**config.mk**
```make
export PLATFORM = sky130hd
export DESIGN_NAME = if_id_queue
export DESIGN_NICKNAME = d
export VERILOG_FILES = /design/src/rtl/if_id_queue.sv
export SDC_FILE = /design/constraint.sdc
export NUM_CORES = 1
export LEC_CHECK = 0
export ABC_AREA = 1
export CORE_AREA = 4 4 134 136
export DETAILED_ROUTE_END_ITERATION = 16
export DIE_AREA = 0 0 138 140
export DONT_BUFFER_PORTS = 1
export PLACE_DENSITY = 0.76
export SLEW_MARGIN = 20
export SYNTH_ARGS = -nofsm -noshare
export SYNTH_HDL_FRONTEND = slang
export SYNTH_SLANG_ARGS = --single-unit
```
**constraint.sdc**
```tcl
create_clock -name clk_i -period 4.6 [get_ports clk_i]
set_clock_uncertainty 0.05 [all_clocks]
set_input_delay 1.38 -clock clk_i [delete_from_list [all_inputs] [get_ports clk_i]]
set_output_delay 1.38 -clock clk_i [all_outputs]
set_load 0.01 [all_outputs]
```
**src/rtl/if_id_queue.sv**
```systemverilog
// Instruction queue between fetch and decode: a DEPTH-entry circular buffer of (PC, instruction) pairs.
// Optional same-cycle bypass of an empty queue is enabled by defining IFQ_BYPASS_EN.
module if_id_queue #(
    parameter int                ADDR_W   = 32,
    parameter int                DATA_W   = 32,
    parameter int                DEPTH    = 4,
    parameter logic [DATA_W-1:0] NOP_INST = 32'h00000013
) (
    input  logic                     clk_i,
    input  logic                     rst_ni,
    input  logic                     flush_i,
    input  logic                     in_valid_i,
    output logic                     in_ready_o,
    input  logic [ADDR_W-1:0]        in_addr_i,
    input  logic [DATA_W-1:0]        in_inst_i,
    output logic                     out_valid_o,
    input  logic                     out_ready_i,
    output logic [ADDR_W-1:0]        out_addr_o,
    output logic [DATA_W-1:0]        out_inst_o,
    output logic [$clog2(DEPTH):0]   count_o
);

    localparam int IDX_W = $clog2(DEPTH);
    localparam int PTR_W = IDX_W + 1;
    localparam logic [PTR_W-1:0] FULL_CNT = PTR_W'(DEPTH);

    logic [ADDR_W-1:0] addr_mem [DEPTH];
    logic [DATA_W-1:0] inst_mem [DEPTH];

    logic [PTR_W-1:0]  rd_ptr;
    logic [PTR_W-1:0]  wr_ptr;
    logic [PTR_W-1:0]  count;
    logic              empty;
    logic              full;
    logic              push;
    logic              pop;
    logic              head_valid;
    logic [ADDR_W-1:0] head_addr;
    logic [DATA_W-1:0] head_inst;

    // Handshake: a transfer happens on a rising edge where valid & ready are both high;
    // valid never waits on ready, and in_ready_o depends on registered count only.
    assign empty      = (count == '0);
    assign full       = (count == FULL_CNT);
    assign in_ready_o = !full;
    assign count_o    = count;

`ifdef IFQ_BYPASS_EN
    logic bypass;

    // An empty queue forwards the fetch straight through; it is only stored if decode stalls.
    assign bypass     = empty & in_valid_i & !flush_i;
    assign head_valid = (!empty & !flush_i) | bypass;
    assign head_addr  = empty ? in_addr_i : addr_mem[rd_ptr[IDX_W-1:0]];
    assign head_inst  = empty ? in_inst_i : inst_mem[rd_ptr[IDX_W-1:0]];
    assign push       = in_valid_i & !full & !flush_i & !(bypass & out_ready_i);
    assign pop        = !empty & head_valid & out_ready_i;
`else
    assign head_valid = !empty & !flush_i;
    assign head_addr  = addr_mem[rd_ptr[IDX_W-1:0]];
    assign head_inst  = inst_mem[rd_ptr[IDX_W-1:0]];
    assign push       = in_valid_i & !full & !flush_i;
    assign pop        = head_valid & out_ready_i;
`endif

    assign out_valid_o = head_valid;
    assign out_addr_o  = head_valid ? head_addr : '0;
    assign out_inst_o  = head_valid ? head_inst : NOP_INST;

    always_ff @(posedge clk_i or negedge rst_ni) begin
        if (!rst_ni) begin
            rd_ptr <= '0;
            wr_ptr <= '0;
            count  <= '0;
        end else if (flush_i) begin
            rd_ptr <= '0;
            wr_ptr <= '0;
            count  <= '0;
        end else begin
            if (push) begin
                wr_ptr <= wr_ptr + PTR_W'(1);
            end
            if (pop) begin
                rd_ptr <= rd_ptr + PTR_W'(1);
            end
            case ({push, pop})
                2'b10:   count <= count + PTR_W'(1);
                2'b01:   count <= count - PTR_W'(1);
                default: count <= count;
            endcase
        end
    end

    // Storage is left unreset; outputs are masked whenever nothing valid is presented.
    always_ff @(posedge clk_i) begin
        if (push) begin
            addr_mem[wr_ptr[IDX_W-1:0]] <= in_addr_i;
            inst_mem[wr_ptr[IDX_W-1:0]] <= in_inst_i;
        end
    end

endmodule

```
======== Word level (Yosys, flattened, before mapping) ========
Memory sizes are Yosys's and may differ from the RTL's.
Cells that the tools add are included.
cells by class
  add/sub/neg operators ................... 4
  equal/unequal tests ..................... 3
  reductions and logical operators ........ 7
  muxes and demuxes ....................... 10
  bitwise gates (word level) .............. 4
operator list
  cell                   count
  $mux W32               2
  $mux W3                5
  $add A3 B1 Y3 const B  3
  $pmux W3 S2            1
  $and A1 B1 Y1          4
  $reduce_bool A2 Y1     2
  $eq A3 B3 Y1 const B   1
  $logic_not A1 Y1       3
  $logic_not A3 Y1       1
  $reduce_bool A3 Y1     1
  $sub A3 B1 Y3 const B  1
  $eq A2 B1 Y1 const B   1
  $eq A2 B2 Y1 const B   1
  $mux W1                2
storage, ports and cells
  memories ................................ 2
  input bits .............................. 69
  bits in writable memories ............... 256
  output and inout port bits .............. 69
  register bits ........................... 9
memories
  memory    depth  bits a word  rd ports  clocked after memory_dff  wr ports  RTL line  text
  addr_mem  4      32           1         0                         1         27        logic [ADDR_W-1:0] addr_mem [DEPTH];
  inst_mem  4      32           1         0                         1         28        logic [DATA_W-1:0] inst_mem [DEPTH];

======== Logic depth before layout (Yosys ltp) ========
Gate-level depths: netlist of the first run.
  depth after elaboration ................. 7
  mapped depth ............................ 12
  mapped depth without buffers ............ 12

======== Least setup slack after synthesis of the first run ========
No wires, ideal clock.
  kind .................................... input to register
  start ................................... in in_valid_i
  end ..................................... mem addr_mem[0][0] (enable)
  library setup time ...................... 0.486 ns
  data required time ...................... 4.064 ns
  cell stages on the path ................. 4
  arrival ................................. 4.365 ns
  setup slack ............................. -0.301 ns
  cell sequence ........................... nand2_2 > nor2_1 > inv_1 > nor2_1
on the way
  word-level cells in the longest chain between the ends .. 4
RTL lines
  item                           RTL line  text
  start, declared                12        input logic in_valid_i,
  $and A1 B1 Y1 (2 in series)    62        assign push = in_valid_i & !full & !flush_i;
  $mux W1                        96        if (push) begin
  $mux W1 (not written as such)  97        addr_mem[wr_ptr[IDX_W-1:0]] <= in_addr_i;
  end, declared                  27
No other way between the ends.

======== Final worst setup path of the first run ========
  start ................................... reg rd_ptr[0]
  end ..................................... out out_inst_o[1]
on the way
  word-level cells in the longest chain between the ends .. 2
RTL lines
  item                    RTL line  text
  start, declared         30        logic [PTR_W-1:0] rd_ptr;
  start signal, assigned  84        rd_ptr <= rd_ptr + PTR_W'(1);
  $mem_v2 Z4 W32          --
  $mux W32                68        assign out_inst_o = head_valid ? head_inst : NOP_INST;
  end, declared           19        output logic [DATA_W-1:0] out_inst_o,
No other way between the ends.

==> metrics.cfg, run 1 <==
[power_and_ir_drop]
finalPower_w = 0.00606
p_per_area_mw_per_mm2 = 535
leakage_nw = 3.81
ir_worst_vdd_mv = 0.408

[die]
ios = 138
core_mm2 = 0.0169
rows = 48
start_util_pct = 61.4
die_height_um = 140
die_width_um = 138
design.die.area_mm2 = 0.0193

[finish]
fillers = 1177
final_util_pct = 66.9
final_cell_mix = nor2_1 (257), edfxtp_1 (256), o21ai_0 (128)
multi_input_area_mm2 = 0.00223
regArea_mm2 = 0.00787
drive_gt1_share_pct = 8.21
nets = 886
layout_commonest_cell = nor2_1
areaGrowthSynthToFinish_pct = 8.95
antenna_cells_inserted = 0

[synthesis]
synthesis.nets = 889
ys_ff_latch = 263
synth_seq_area_share_pct = 75.6
synth.distinct_cells = 25
yosysTopAreaCell = edfxtp_1
yosys_warnings = 0
syn_area_mm2 = 0.0104
netlist_instances = 815
synth_top_area_share_pct = 73.9
avgSynthCellArea_um2 = 12.8
yosys-top-cells-area = edfxtp_1 (74%), nor2_1 (9.4%), o21ai_0 (6.2%), a21oi_1 (2.9%), dfrtp_1 (1.7%)

[outcome]
outcome = completed

[sta]
setup_ws_ns = 0.784
grt_setup_unrepaired = false
timing.final.crit_period_ns = 3.82
hold_violations = 0
fin_setup_tns_ns = 0
final-setup-viol-count = 0
max_freq_mhz = 262
worstMarginPinSlew_ns = 0.921
post-route-period-util_pct = 83.0
finalHoldWorstSlack_ns = 0.505
max-slew-margin-rel_pct = 37.8
slew_violations = 0

[route]
drc = 0
num_vias = 6110
first_pass_iters = 5
via_per_inst = 5.80
antenna_left = 0
routed_wirelength_um = 20800
avgRoutedWirePerCell_um = 19.8
drtIter0Drc = 483

[grt]
grt_max_degree = 85
grt-ovfl-total = 0
track_usage_pct = 21.3
grt_antenna_before_repair = 0
grt_pass1_wl_um = 33000
grt_pass1_vias = 6190

[clocking]
cts_inserted_buffers = 25
cts_resized = 0
clkSinkCount = 263
htree_num_levels = 1
tritoncts = built
clock-root-buffer = clkbuf_16
clkTransAtPathRegs_ns = 0.06
clock_latency_ns = 0.51
ctsLongestPathBuffers = 3
cts-hold-fix-buffers = 0
post_cts_buffers = 0

[placed_design]
pre_cts_ws_ns = 0.834
gp_congestion = 0.891
dp_hpwl_um = 12300
io_buffers = 0

[critical_path]
crit_type = reg -> out
crit_slowest_cell = o311ai_0
endpoint_kind = primary output
cp-start-kind = flip-flop
max_stage_delay_ns = 0.82
cp.required_ns = 3.17
arrival_ns = 2.39
cp_cell_sequence = buf_4 > nor2_1 > o311ai_0
cp_max_fo = 62

[run]
drv_cap = 0

[hold_path]
hold_class = in -> async

==> cells in the mapped netlist <==
library cell and number:
a21oi_1 61, a21oi_2 1, a21oi_4 1, buf_1 5
buf_2 11, buf_4 7, buf_6 9, clkbuf_1 15
dfrtp_1 7, edfxtp_1 256, fa_1 1, ha_1 4
inv_1 11, inv_2 4, nand2_1 19, nand2_2 4
nand3_1 2, nand3_2 1, nor2_1 261, nor2_4 1
o21ai_0 128, o21ai_2 1, o311ai_0 3, o31ai_1 1
xnor2_1 1
==> stage by stage <==
| stage | cell area [µm²] | instances |
|---|---|---|
| after CTS | 11300 | 1053 |
| after detailed placement | 10600 | 1010 |
| final | 11300 | 1053 |
| after global routing | 11300 | 1053 |
| after global placement | 10600 | 1010 |
| after floorplan | 10400 | 815 |
==> layer usage <==
layer | wire (µm) | GRT usage (%)
met2 | 10500 | 37.2
met4 | 391 | 5.46
met3 | 1950 | 7.48
met5 | 0 | 0
met1 | 7940 | 25.5
==> layout make-up <==
class | count | area share, %
Clock buffer | 33 | 5.78
Clock inverter | 10 | 0.872
Inverter | 15 | 0.508
Multi-Input combinational cell | 490 | 19.7
Sequential cell | 263 | 69.4
Tap cell | 225 | 2.48
Timing Repair Buffer | 17 | 1.24
==> worst max-delay path, delay by kind of cell (launching register included) <==
family	cells	cell delay, ns
flops	1	0.42
simple gates	1	0.11
compound gates	1	0.82
buf+inv	1	0.51
==> kinds of logic after synthesis <==
group,Yosys count,synth area share [%]
AOI/OAI and AO/OA,196,9.74
xor gates and xnor gates,1,0.0842
adders and majority gates,5,0.674
buffers and inverters,62,3.27
DFF,263,75.6
and+or+nand+nor,288,10.6
==> sequential cells by signal, indices dropped and copies added (netlist names) <==
signal / cells
addr_mem: 128
rd_ptr: 2
wr_ptr: 2
count_o: 3
inst_mem: 128
==> where the power goes <==
part           switching [W]  total [W]  internal [W]
Clock               0.000800    0.00191       0.00111
Combinational       0.000977    0.00131      0.000328
Sequential         0.0000610    0.00285       0.00278
Total                0.00184    0.00606       0.00422
==> path summary, 6_finish.rpt <==
kind                             from             end  slack (ns)  cells past startpoint
max                         rd_ptr[0]   out_inst_o[1]        0.78                      3
min                            rst_ni      count_o[1]        0.51                      0
max reg2reg                count_o[0]  inst_mem[0][3]        2.21                      7
min reg2reg                 wr_ptr[1]       wr_ptr[1]        0.60                      2
max in group asynchronous      rst_ni       rd_ptr[1]        3.91                      0
min in group clk_i          wr_ptr[1]       wr_ptr[1]        0.60                      2
Note: power is estimated with default switching activity, not from simulation.
==> run 2, diff against run 1 <==
CORE_AREA = 4 4 141 143   (was 4 4 134 136)
DIE_AREA = 0 0 145 147   (was 0 0 138 140)
PLACE_DENSITY = 0.72   (was 0.76)
clock period = 3.2 ns   (was 4.6 ns; I/O delays follow)
==> run 2 against run 1 <==
Compared with the run above:
- register-to-register slack got worse by 1.4 ns
- first-iteration DRC count decreased by 37%
- highest routed layer unchanged
- final cell count grew 1.9%
- critical path depth rose by 3
- critical endpoint is now out_inst_o[4]
- cell area up 2.7%
- flip-flop and latch count did not move
- via count up 0.26%
- sequential share of layout area is 1.8 points lower
- routed wire length rose by 2.7%
- sequential power up 44%
- die area increased by 10%
- combinational power increased by 53%
==> metrics.cfg, run 2 (synthesis results as in run 1) <==
[critical_path]
cp_top_family = buffers and inverters
max_stage_delay_ns = 0.42
cp_cell_sequence = inv_2 > buf_12 > nor2_1 > o21ai_0 > o311ai_1 > buf_4
arrival_ns = 2.07
crit_slowest_cell = dfrtp_2
crit_type = reg -> out
endpoint_kind = primary output
cp-start-kind = flip-flop
cp.required_ns = 2.19
cp_num_buf_inv = 3
cp_max_fo = 21

[power_and_ir_drop]
ir_worst_vdd_mv = 0.565
p_sw_w = 0.00273
p_per_area_mw_per_mm2 = 801
pwr-share-seq_pct = 44.0
p_clk_share_pct = 34.4
combPwrFrac_pct = 21.6
swShare_pct = 29.3
p_int_w = 0.00659
leakage_nw = 3.96

[grt]
grt_max_degree = 69
grt-ovfl-total = 0
track_usage_pct = 19.8
grt_antenna_before_repair = 0
grt_pass1_vias = 6275
grt_pass1_wl_um = 34000

[finish]
nets = 894
final-instance-count-excl-fill = 1073
antenna_cells_inserted = 0
fillers = 1350
drive_gt1_share_pct = 9.89
fin_area_mm2 = 0.0116
final_util_pct = 62.6
layout_commonest_cell = nor2_1
final_cell_mix = nor2_1 (257), edfxtp_1 (256), o21ai_0 (128)
areaGrowthSynthToFinish_pct = 11.9

[clocking]
clkTransAtPathRegs_ns = 0.06
tritoncts = built
clkSinkCount = 263
htree_num_levels = 1
cts-hold-fix-buffers = 0
ctsLongestPathBuffers = 3
clock_latency_ns = 0.52
clock-root-buffer = clkbuf_16
cts_inserted_buffers = 26

[run]
drv_cap = 0

[outcome]
outcome = completed

[hold_path]
hold_class = in -> async

[sta]
slew_violations = 0
max-slew-margin-rel_pct = 62.1
hold_violations = 0
post-route-period-util_pct = 96.3
fin_setup_tns_ns = 0
timing.final.crit_period_ns = 3.08
worstMarginPinSlew_ns = 0.568
grt_setup_unrepaired = true
final-setup-viol-count = 0
max_freq_mhz = 325

[placed_design]
gp_congestion = 0.739
dpl_cell_area_mm2 = 0.0107
dp_hpwl_um = 12400
dp_cells = 1023
io_buffers = 0

[die]
die_width_um = 145
design.die.area_mm2 = 0.0213
rows = 50
start_util_pct = 56.0
ios = 138
die_height_um = 147
core_mm2 = 0.0186

[route]
avgRoutedWirePerCell_um = 19.9
num_vias = 6126
drtIter0Drc = 305
via_per_inst = 5.71
antenna_left = 0
drc = 0
first_pass_iters = 5
routed_wirelength_um = 21400

==> run 2: what timing repair did <==
| item | 4_1_cts | 5_1_grt |
|---|---|---|
| pin swaps | 0 | 0 |
| cloned | 1 | 0 |
| setup endpoints to repair | 9 | 10 |
| setup buffers | 0 | 2 |
| hold endpoints to repair | 0 | 0 |
| resized for setup | 3 | 2 |
==> run 2: final timing paths <==
check,from,to,slack (ns),cells past startpoint
max,rd_ptr[1],out_inst_o[4],0.12,6
min,rst_ni,wr_ptr[0],0.08,0
max reg2reg,count_o[0],addr_mem[3][30],0.81,7
min reg2reg,wr_ptr[1],wr_ptr[1],0.63,2
max in group asynchronous,rst_ni,rd_ptr[0],2.94,0
min in group clk_i,in_inst_i[21],inst_mem[3][21],0.48,0
==> run 2: cell type report <==
type | count | area [µm²] | share of cell area [%]
inverters | 15 | 57.6 | 0.495
multi-input cells | 490 | 2230 | 19.2
repair buffers | 24 | 270 | 2.32
flip-flops and latches | 263 | 7870 | 67.6
clock buffers | 28 | 679 | 5.84
well taps | 234 | 293 | 2.52
clock inverters | 19 | 239 | 2.05
==> run 2: power by group through the flow <==
stage          Combinational [W]  Sequential (W)  Clock [W]
2_1_floorplan            0.00153         0.00415          0
3_3_place_gp             0.00186         0.00417          0
3_5_place_dp             0.00192         0.00418          0
4_1_cts                  0.00200         0.00411    0.00327
5_1_grt                  0.00224         0.00411    0.00343
6_report                 0.00201         0.00410    0.00321
==> run 2: per-layer routing <==
layer | vias to the layer above | share of wire, % | wire, µm | GRT usage, %
met5 | - | 0 | 0 | 0
met4 | 0 | 1.9 | 409 | 4.56
met3 | 43 | 9.3 | 1990 | 5.95
met2 | 234 | 50 | 10600 | 34.2
met1 | 2963 | 39 | 8340 | 25.1
li1 | 2886 | - | - | -
==> run 2: per-stage QoR <==
| step | hold slack (ns) | total power, W | setup slack, ns |
|---|---|---|---|
| after detailed placement | 0.594 | 0.00611 | 0.338 |
| after global routing | 0.0531 | 0.00979 | -0.000779 |
| after CTS | 0.0587 | 0.00939 | 0.0437 |
| final | 0.0830 | 0.00932 | 0.120 |
| after floorplan | 0.530 | 0.00568 | -0.236 |
| after global placement | 0.554 | 0.00603 | 0.458 |
==> run 2: worst register-to-register path, cell delays in order (launching register included) <==
cell and delay [ns]:
dfrtp_1 0.55, nor2_4 0.09, nand2_2 0.13, nand2_2 0.10, nor2_1 0.23, inv_1 0.24
nor2_4 0.13, buf_4 0.47
